[src/rtl/modport_block.sv]
// Byte-wide CPU register block in front of a receive packet buffer.
// Upstream bytes land in a byte FIFO; software drains whole packets through an 8-register map.
module modport_block #(
    parameter int         DEPTH     = 16,
    parameter int         PKT_SLOTS = 4,
    parameter logic [7:0] ID_VALUE  = 8'hA5
) (
    input  logic       clk,
    input  logic       rst,
    input  logic [2:0] addr,
    input  logic       wr,
    input  logic [7:0] wr_data,
    input  logic       rd,
    output logic [7:0] rd_data,
    output logic       int_n,
    input  logic       pkt_valid,
    input  logic [7:0] pkt_data,
    input  logic       pkt_last,
    output logic       pkt_ready
);
    localparam int AW = $clog2(DEPTH);
    localparam int LW = $clog2(DEPTH + 1);
    localparam int SW = (PKT_SLOTS > 1) ? $clog2(PKT_SLOTS) : 1;
    localparam int CW = $clog2(PKT_SLOTS + 1);

    localparam logic [AW:0]   DEPTH_C   = (AW + 1)'(DEPTH);
    localparam logic [AW:0]   PTR_ONE   = (AW + 1)'(1);
    localparam logic [LW-1:0] LEN_ONE   = LW'(1);
    localparam logic [CW-1:0] SLOTS_C   = CW'(PKT_SLOTS);
    localparam logic [SW-1:0] SLOT_LAST = SW'(PKT_SLOTS - 1);
    localparam logic [SW-1:0] SLOT_ONE  = SW'(1);

    typedef enum logic [2:0] {
        A_CTRL    = 3'd0,
        A_STATUS  = 3'd1,
        A_RX_LEN  = 3'd2,
        A_RX_DATA = 3'd3,
        A_SCRATCH = 3'd4,
        A_PKT_CNT = 3'd5,
        A_ID      = 3'd6,
        A_RSVD    = 3'd7
    } reg_addr_e;

    logic          enable_q, enable_d;
    logic          int_en_q, int_en_d;
    logic [7:0]    scratch_q, scratch_d;
    logic          overflow_q, overflow_d;
    logic          dropping_q, dropping_d;
    logic [7:0]    rd_data_q, rd_data_d;
    logic          int_n_q, int_n_d;
    logic [AW:0]   wr_ptr_q, wr_ptr_d;
    logic [AW:0]   rd_ptr_q, rd_ptr_d;
    logic [LW-1:0] part_len_q, part_len_d;
    logic [LW-1:0] head_used_q, head_used_d;
    logic [SW-1:0] len_wr_q, len_wr_d;
    logic [SW-1:0] len_rd_q, len_rd_d;
    logic [CW-1:0] pkt_cnt_q, pkt_cnt_d;

    logic [7:0]    byte_mem [DEPTH];
    logic [LW-1:0] len_mem  [PKT_SLOTS];

    reg_addr_e     reg_sel;
    logic [AW:0]   byte_cnt;
    logic          byte_full, byte_empty, len_full, pkt_avail;
    logic [LW-1:0] head_len, rx_len;
    logic          accept, flush, pop, head_done, ovf_now;
    logic          byte_we, len_we;
    logic [7:0]    rd_mux;

    assign reg_sel    = reg_addr_e'(addr);
    assign byte_cnt   = wr_ptr_q - rd_ptr_q;
    assign byte_full  = (byte_cnt == DEPTH_C);
    assign byte_empty = (byte_cnt == '0);
    assign len_full   = (pkt_cnt_q == SLOTS_C);
    assign pkt_avail  = (pkt_cnt_q != '0);
    assign head_len   = len_mem[len_rd_q];
    assign rx_len     = pkt_avail ? (head_len - head_used_q) : '0;

    // While discarding an overflowed packet the port keeps draining so the
    // sender can reach its pkt_last.
    assign pkt_ready  = enable_q & (dropping_q | (~byte_full & ~len_full));
    assign accept     = pkt_valid & pkt_ready;
    assign flush      = wr & (reg_sel == A_CTRL) & wr_data[2];
    assign pop        = rd & (reg_sel == A_RX_DATA) & pkt_avail;
    assign head_done  = pop & ((head_used_q + LEN_ONE) == head_len);

    // A full FIFO with no complete packet can only hold one partial packet
    // that will never fit; without this rewind the port would deadlock.
    assign ovf_now    = byte_full & ~pkt_avail & ~dropping_q;

    always_comb begin
        rd_mux = 8'h00;
        case (reg_sel)
            A_CTRL:    rd_mux = {6'b0, int_en_q, enable_q};
            A_STATUS:  rd_mux = {4'b0, byte_empty, overflow_q, byte_full, pkt_avail};
            A_RX_LEN:  rd_mux = 8'(rx_len);
            A_RX_DATA: rd_mux = pkt_avail ? byte_mem[rd_ptr_q[AW-1:0]] : 8'h00;
            A_SCRATCH: rd_mux = scratch_q;
            A_PKT_CNT: rd_mux = 8'(pkt_cnt_q);
            A_ID:      rd_mux = ID_VALUE;
            A_RSVD:    rd_mux = 8'h00;
            default:   rd_mux = 8'h00;
        endcase
    end

    // NOTE: every variable assigned in this block gets a default first, so no
    // path can leave one unassigned and infer a latch.
    always_comb begin
        enable_d    = enable_q;
        int_en_d    = int_en_q;
        scratch_d   = scratch_q;
        overflow_d  = overflow_q;
        dropping_d  = dropping_q;
        wr_ptr_d    = wr_ptr_q;
        rd_ptr_d    = rd_ptr_q;
        part_len_d  = part_len_q;
        head_used_d = head_used_q;
        len_wr_d    = len_wr_q;
        len_rd_d    = len_rd_q;
        pkt_cnt_d   = pkt_cnt_q;
        byte_we     = 1'b0;
        len_we      = 1'b0;

        if (wr && reg_sel == A_CTRL) begin
            enable_d = wr_data[0];
            int_en_d = wr_data[1];
        end
        if (wr && reg_sel == A_SCRATCH) begin
            scratch_d = wr_data;
        end
        if (wr && reg_sel == A_STATUS && wr_data[2]) begin
            overflow_d = 1'b0;
        end

        if (flush) begin
            wr_ptr_d    = '0;
            rd_ptr_d    = '0;
            part_len_d  = '0;
            head_used_d = '0;
            len_wr_d    = '0;
            len_rd_d    = '0;
            pkt_cnt_d   = '0;
            dropping_d  = 1'b0;
        end else begin
            if (pop) begin
                rd_ptr_d    = rd_ptr_q + PTR_ONE;
                head_used_d = head_done ? '0 : head_used_q + LEN_ONE;
                if (head_done) begin
                    len_rd_d = (len_rd_q == SLOT_LAST) ? '0 : len_rd_q + SLOT_ONE;
                end
            end

            if (ovf_now) begin
                wr_ptr_d   = wr_ptr_q - (AW + 1)'(part_len_q);
                part_len_d = '0;
                dropping_d = 1'b1;
                overflow_d = 1'b1;
            end else if (accept) begin
                if (dropping_q) begin
                    dropping_d = ~pkt_last;
                end else begin
                    byte_we  = 1'b1;
                    wr_ptr_d = wr_ptr_q + PTR_ONE;
                    if (pkt_last) begin
                        len_we     = 1'b1;
                        len_wr_d   = (len_wr_q == SLOT_LAST) ? '0 : len_wr_q + SLOT_ONE;
                        part_len_d = '0;
                    end else begin
                        part_len_d = part_len_q + LEN_ONE;
                    end
                end
            end

            pkt_cnt_d = pkt_cnt_q + CW'(len_we) - CW'(head_done);
        end

        rd_data_d = rd ? rd_mux : rd_data_q;
        int_n_d   = ~(int_en_q & pkt_avail);
    end

    // NOTE: state registers use non-blocking assignments so every flop samples
    // pre-edge values regardless of statement order.
    always_ff @(posedge clk or posedge rst) begin
        if (rst) begin
            enable_q    <= 1'b0;
            int_en_q    <= 1'b0;
            scratch_q   <= 8'h00;
            overflow_q  <= 1'b0;
            dropping_q  <= 1'b0;
            rd_data_q   <= 8'h00;
            int_n_q     <= 1'b1;
            wr_ptr_q    <= '0;
            rd_ptr_q    <= '0;
            part_len_q  <= '0;
            head_used_q <= '0;
            len_wr_q    <= '0;
            len_rd_q    <= '0;
            pkt_cnt_q   <= '0;
        end else begin
            enable_q    <= enable_d;
            int_en_q    <= int_en_d;
            scratch_q   <= scratch_d;
            overflow_q  <= overflow_d;
            dropping_q  <= dropping_d;
            rd_data_q   <= rd_data_d;
            int_n_q     <= int_n_d;
            wr_ptr_q    <= wr_ptr_d;
            rd_ptr_q    <= rd_ptr_d;
            part_len_q  <= part_len_d;
            head_used_q <= head_used_d;
            len_wr_q    <= len_wr_d;
            len_rd_q    <= len_rd_d;
            pkt_cnt_q   <= pkt_cnt_d;
        end
    end

    // NOTE: storage arrays have no reset; the cleared pointers and counters
    // make stale contents unreachable.
    always_ff @(posedge clk) begin
        if (byte_we) begin
            byte_mem[wr_ptr_q[AW-1:0]] <= pkt_data;
        end
        if (len_we) begin
            len_mem[len_wr_q] <= part_len_q + LEN_ONE;
        end
    end

    assign rd_data = rd_data_q;
    assign int_n   = int_n_q;

endmodule

[config.mk]
export PLATFORM = sky130hd
export DESIGN_NAME = modport_block
export DESIGN_NICKNAME = d
export VERILOG_FILES = /design/src/rtl/modport_block.sv
export SDC_FILE = /design/constraint.sdc
export NUM_CORES = 1
export LEC_CHECK = 0
export CAP_MARGIN = 25
export CORE_MARGIN = 8
export CORE_UTILIZATION = 55
export CTS_BUF_LIST = sky130_fd_sc_hd__clkbuf_4
export CTS_CLUSTER_SIZE = 25
export DETAILED_ROUTE_END_ITERATION = 6
export PLACE_DENSITY = 0.69
export SYNTH_ARGS = -nofsm -noshare
export SYNTH_HDL_FRONTEND = slang
export SYNTH_SLANG_ARGS = --single-unit
[constraint.sdc]
create_clock -name clk -period 4.3 [get_ports clk]
set_input_delay 0.86 -clock clk [delete_from_list [all_inputs] [get_ports clk]]
set_output_delay 0.86 -clock clk [all_outputs]
set_load 0.01 [all_outputs]
### After elaboration in Yosys (flattened, before gate mapping)

Memories as Yosys holds them, arrays and structs flattened.
Cells that the tools add are included.

| word-level totals | value |
|---|---|
| logic and storage cells | 124 |
| output and inout port bits | 10 |
| bits in writable memories | 148 |
| memories | 2 |
| bits in registers | 48 |
| input port bits | 25 |

Memories:

| name | depth | bits a word | rd ports | clocked after memory_dff | write ports | RTL line | source |
|---|---|---|---|---|---|---|---|
| byte_mem | 16 | 8 | 1 | 0 | 1 | 59 | `logic [7:0] byte_mem [DEPTH];` |
| len_mem | 4 | 5 | 1 | 0 | 1 | 60 | `logic [LW-1:0] len_mem [PKT_SLOTS];` |

| operators by class | value |
|---|---|
| add/subtract/negate cells | 11 |
| bitwise gates (word level) | 18 |
| equal/unequal tests | 15 |
| reductions and logical operators | 15 |
| mux-type cells | 49 |

Operators by type and width:

| operator | count |
|---|---|
| $mux W5 | 15 |
| $pmux W8 S8 | 1 |
| $mux W1 | 21 |
| $add A5 B1 Y5 const B | 4 |
| $mux W2 | 10 |
| $eq A3 B3 Y1 const B | 5 |
| $sub A5 B5 Y5 | 3 |
| $and A1 B1 Y1 | 11 |
| $mux W8 | 1 |
| $reduce_bool A2 Y1 | 4 |
| $eq A3 B2 Y1 const B | 2 |
| $not A1 Y1 | 6 |
| $reduce_bool A3 Y1 | 2 |
| $eq A5 B5 Y1 | 1 |
| $eq A5 B5 Y1 const B | 1 |
| $logic_not A5 Y1 | 1 |
| $add A2 B1 Y2 const B | 2 |
| $eq A2 B2 Y1 const B | 2 |
| $logic_and A1 B1 Y1 | 4 |
| $reduce_and A2 Y1 | 2 |
| $reduce_and A4 Y1 | 1 |
| $add A3 B1 Y3 | 1 |
| $eq A3 B1 Y1 const B | 1 |
| $logic_not A3 Y1 | 1 |
| 6 further kinds | 6 |

### Depth between registers and ports, before layout

| depth | value |
|---|---|
| depth after elaboration | 13 |
| depth in mapped cells | 18 |
| gate-level depth less buffers | 16 |

### Worst setup path before layout

Ideal clock, no wire load.

| timing path | value |
|---|---|
| kind | register -> register |
| from | register rd_ptr_q[1] |
| to | register wr_ptr_q[4] |
| period minus slack after synthesis | 4.018 ns |
| setup slack | 0.282 ns |
| buffers on the path | 3 |
| arrival | 3.938 ns |
| setup time | 0.079 ns |
| data required time | 4.221 ns |
| cell stages (with the launch flop) | 18 |
| path through | dfrtp_1 -> buf_2 -> buf_2 -> inv_1 -> ha_1 -> and2b_1 -> o21a_1 -> or4_4 -> a2111o_1 -> buf_2 -> nor2_1 -> ha_1 -> a21o_1 -> a21oi_1 -> xnor2_1 -> nor3_1 -> mux2i_1 -> mux2i_1 |

| on the way | value |
|---|---|
| longest elaborated chain between the ends | 9 |
| elaborated cells between the ends (all ways) | 14 |
| those cells by class | add/sub (1); eq/ne (2); mux (2); bitwise (7); reduce/logical (2) |

RTL lines:

| item | RTL line | source |
|---|---|---|
| from (decl) | 52 | `logic [AW:0] rd_ptr_q, rd_ptr_d;` |
| from (signal assigned) | 208 | `rd_ptr_q <= rd_ptr_d;` |
| $sub A5 B5 Y5 * | 71 | `assign byte_cnt = wr_ptr_q - rd_ptr_q;` |
| $eq A5 B5 Y1 * | 72 | `assign byte_full = (byte_cnt == DEPTH_C);` |
| $not A1 Y1 | 81 | `assign pkt_ready = enable_q & (dropping_q \| (~byte_full & ~len_full));` |
| $and A1 B1 Y1 | 81 |  |
| $or A1 B1 Y1 | 81 |  |
| $and A1 B1 Y1 | 81 |  |
| $and A1 B1 Y1 | 82 | `assign accept = pkt_valid & pkt_ready;` |
| $reduce_bool A3 Y1 (no source line) | n/a |  |
| $reduce_and A2 Y1 (no source line) | n/a |  |
| to (signal assigned) | 207 | `wr_ptr_q <= wr_ptr_d;` |
| to (decl) | 51 | `logic [AW:0] wr_ptr_q, wr_ptr_d;` |

Every way passes the cells marked *; elsewhere a longest branch is shown, timed or not.
A chain may end at the register's enable or synchronous reset.

### Worst setup path in the final report

| timing path | value |
|---|---|
| from | register wr_ptr_q[0] |
| to | output pkt_ready |

| on the way | value |
|---|---|
| longest elaborated chain between the ends | 6 |

RTL lines:

| item | RTL line | source |
|---|---|---|
| $sub A5 B5 Y5 | 71 |  |
| $eq A5 B5 Y1 | 72 |  |
| $not A1 Y1 | 81 |  |
| $and A1 B1 Y1 | 81 |  |
| $or A1 B1 Y1 | 81 |  |
| $and A1 B1 Y1 | 81 |  |
| to (decl) | 19 | `output logic pkt_ready` |

Every way passes these cells.

==> metrics.md <==
| Metric | Value |
|---|---|
| Reg2reg start | wr_ptr_q[0] |
| Die H | 143 µm |
| RSZ-0062 raised after global routing | false |
| Clock transition at the registers of the reported paths | 0.16 ns |
| IO Pins | 35 |
| Total GRT Usage | 0.193 |
| Slew HR | 0.550 |
| Startpoint types | register |
| # hold bufs at CTS | 0 |
| Post-CTS Setup Inserts | 0 |
| Layout Skew | 0.0383 ns |
| CTS tree | built |
| Routed WL | 18.4 mm |
| Most frequent cells in the layout | 148 x edfxtp_1, 46 x nand2_1, 45 x dfrtp_1 |
| # rows | 46 |
| Initial antenna violation count | 0 |
| Final Cycle Share | 0.952 |
| CTS max path bufs | 2 |
| Die width | 143 µm |
| Hold WC Path Type | reg2reg |
| Vias in the first global route | 5,301 |
| Hpwl dp | 13.0 mm |
| Worst Path Arrival | 3.23 ns |
| Inst Count DP | 844 |
| # diodes | 0 |
| Post-Place Worst Slack | 0.435 ns |
| 1st-pass router iterations | 5 |
| Reg2Reg Setup Slack | 0.43 ns |
| Data required, critical path | 3.44 ns |
| Worst IR drop on VDD | 0.410 mV |
| Iteration-0 DRC Markers | 430 |
| Worst Setup End Kind | output port |
| Final Max Tran Viols | 0 |
| Setup slack after layout | 0.207 ns |
| Seq/Total Area, Yosys | 0.636 |
| Synthesis-stage register bit count | 196 |
| Predominant post-synthesis flop cell | edfxtp_1 |
| Synth warn | 0 |
| EDFF count, synth | 148 |
| PortBufs | 34 |
| H-tree depth | 4 |
| Worst Setup Path Type | reg2out |
| Skew-Pair Late Insertion Delay | 0.58 ns |
| Design Area, Final | 0.00988 mm² |
| Worst r2r dst | wr_ptr_q[4] |
| Fin Setup TNS | 0 ns |
| Post-synth cell types | 66 |
| Num CTS Buffers | 17 |
| Total grt overflow | 0 |
| Die area | 0.0205 mm² |
| P per Cell Area | 527 mW/mm² |
| Filler Cells Inserted | 1,169 |
| Final Net Count | 696 |
| Outcome | finished clean |
| Synth async-reset ratio | 0.245 |
| Post-Layout Cell Count | 875 |
| Commonest non-fill, non-tap cell in the layout | edfxtp_1 |
| Hold endpoint | int_n |
| Slew @ Worst Pin | 0.673 ns |
| GPL Wtd Cong | 0.873 |
| Vias per cell | 5.87 |
| Hold Path Cell Cnt | 1 |
| First-pass GRT wire length | 29.2 mm |
| Largest net degree at the start of global routing | 33 |
| Leakage | 3.53 nW |
| Mapped Cells | 592 |
| Initial Util | 0.561 |
| Syn Nets | 641 |
| Share of layout cells above drive strength 1 | 0.190 |
| Dpl cell area | 0.00961 mm² |
| Mean Syn Cell Area | 15.0 µm² |
| Area growth syn-to-layout | 11.2% |
| Fmax | 244 MHz |
| Root Buffer | clkbuf_4 |
| Mapped cell area | 0.00888 mm² |
| DRC Markers | 0 |
| Vias post-DR | 5,140 |
| Max cap viols | 0 |
| Clk sink count | 196 |
| Multi-input logic area | 0.00303 mm² |
| Worst min-delay path startpoint | int_en_q |
| Worst R2R Path Depth | 14 |
| Worst-path maximum fanout | 14 |
| CORE AREA | 0.0158 mm² |
| Setup Viol. Count Final | 0 |
| Fin util | 0.624 |
| Final hold vios | 0 |
| WL per Instance | 21.0 µm |
| Post-DRT Antenna Nets | 0 |
| Reg area | 0.00565 mm² |
| Minimum clock period | 4.09 ns |
## cells in the mapped netlist, types with 6 or more instances
cell	count	area (µm²)
nor2_1	33	124
nand2_1	46	173
mux2i_1	10	100
mux2_2	10	113
edfxtp_1	148	4440
or3_1	6	37.5
nand3_1	15	75.1
inv_1	25	93.8
nand2b_1	6	37.5
nor3_1	14	70.1
dfrtp_1	47	1180
xnor2_1	17	149
clkbuf_1	15	56.3
a21oi_1	18	90.1
mux4_2	40	901
o21ai_0	16	80.1
ha_1	21	263
buf_2	7	35.0
xor2_1	7	61.3
and3_1	6	37.5
## layer usage
metal	up-vias	global-route usage	wire, µm
met5	-	0	0
met4	0	0.0649	366
met3	26	0.0447	774
met1	2633	0.239	7830
met2	116	0.328	9440
li1	2365	-	-
## how the worst max path moves through the flow
stage / from / to
after floorplan: rd_ptr_q[1] / wr_ptr_q[4]
after global placement: wr_ptr_q[0] / wr_ptr_q[4]
after detailed placement: wr_ptr_q[0] / wr_ptr_q[4]
after CTS: wr_ptr_q[1] / pkt_ready
after global routing: rd_ptr_q[1] / pkt_ready
final: wr_ptr_q[0] / pkt_ready
## worst max-delay path, cell delays in order (launching register included)
cell and delay, ns:
dfrtp_2 0.54, inv_1 0.11, ha_1 0.15, and2b_1 0.18, o21a_1 0.19, or4_4 0.53
a21oi_2 0.22, nor2_1 0.07, o21a_1 0.18, clkdlybuf4s50_1 0.48
## power breakdown
part	total, mW	internal (mW)	leakage (nW)	switching [mW]
registers	2.44	2.25	1.94	0.197
clock network	0.940	0.311	0.144	0.629
logic	1.82	0.844	1.45	0.976
## registers in the layout, summed over array words and instances, names as in the netlist, 2 cells and up
register	cells
byte_mem	128
len_mem	20
rd_data	8
scratch_q	8
head_used_q	5
part_len_q	5
rd_ptr_q	5
wr_ptr_q	5
pkt_cnt_q	3
len_rd_q	2
len_wr_q	2
## per-stage QoR
step	total power, mW	hold WS, ns
2_1_floorplan	3.76	0.405
3_3_place_gp	4.26	0.471
3_5_place_dp	4.31	0.462
4_1_cts	5.24	0.497
5_1_grt	5.51	0.526
6_report	5.20	0.490
## kinds of logic (layout without fill, tap and decap cells)
kind of cell	Yosys count	in the layout	synth area share
flops	196	196	0.636
simple gates	153	153	0.0853
xor+xnor	27	27	0.0307
compound gates	79	79	0.0625
buf+inv	53	120	0.0242
fa+ha+maj	24	24	0.0363
mux	60	60	0.125
## layout make-up
cell class                      count  share of cell area
Sequential cell                   196               0.572
Multi-Input combinational cell    343               0.307
Timing Repair Buffer               62              0.0570
Tap cell                          216              0.0274
Clock buffer                       19              0.0144
Clock inverter                     12              0.0123
Inverter                           27              0.0103
## what timing repair did
item | CTS | global route
setup endpoints to repair | 1 | 1
resized for setup | 1 | 1
pin swaps | 0 | 0
Note: power is estimated with default switching activity, not from simulation.
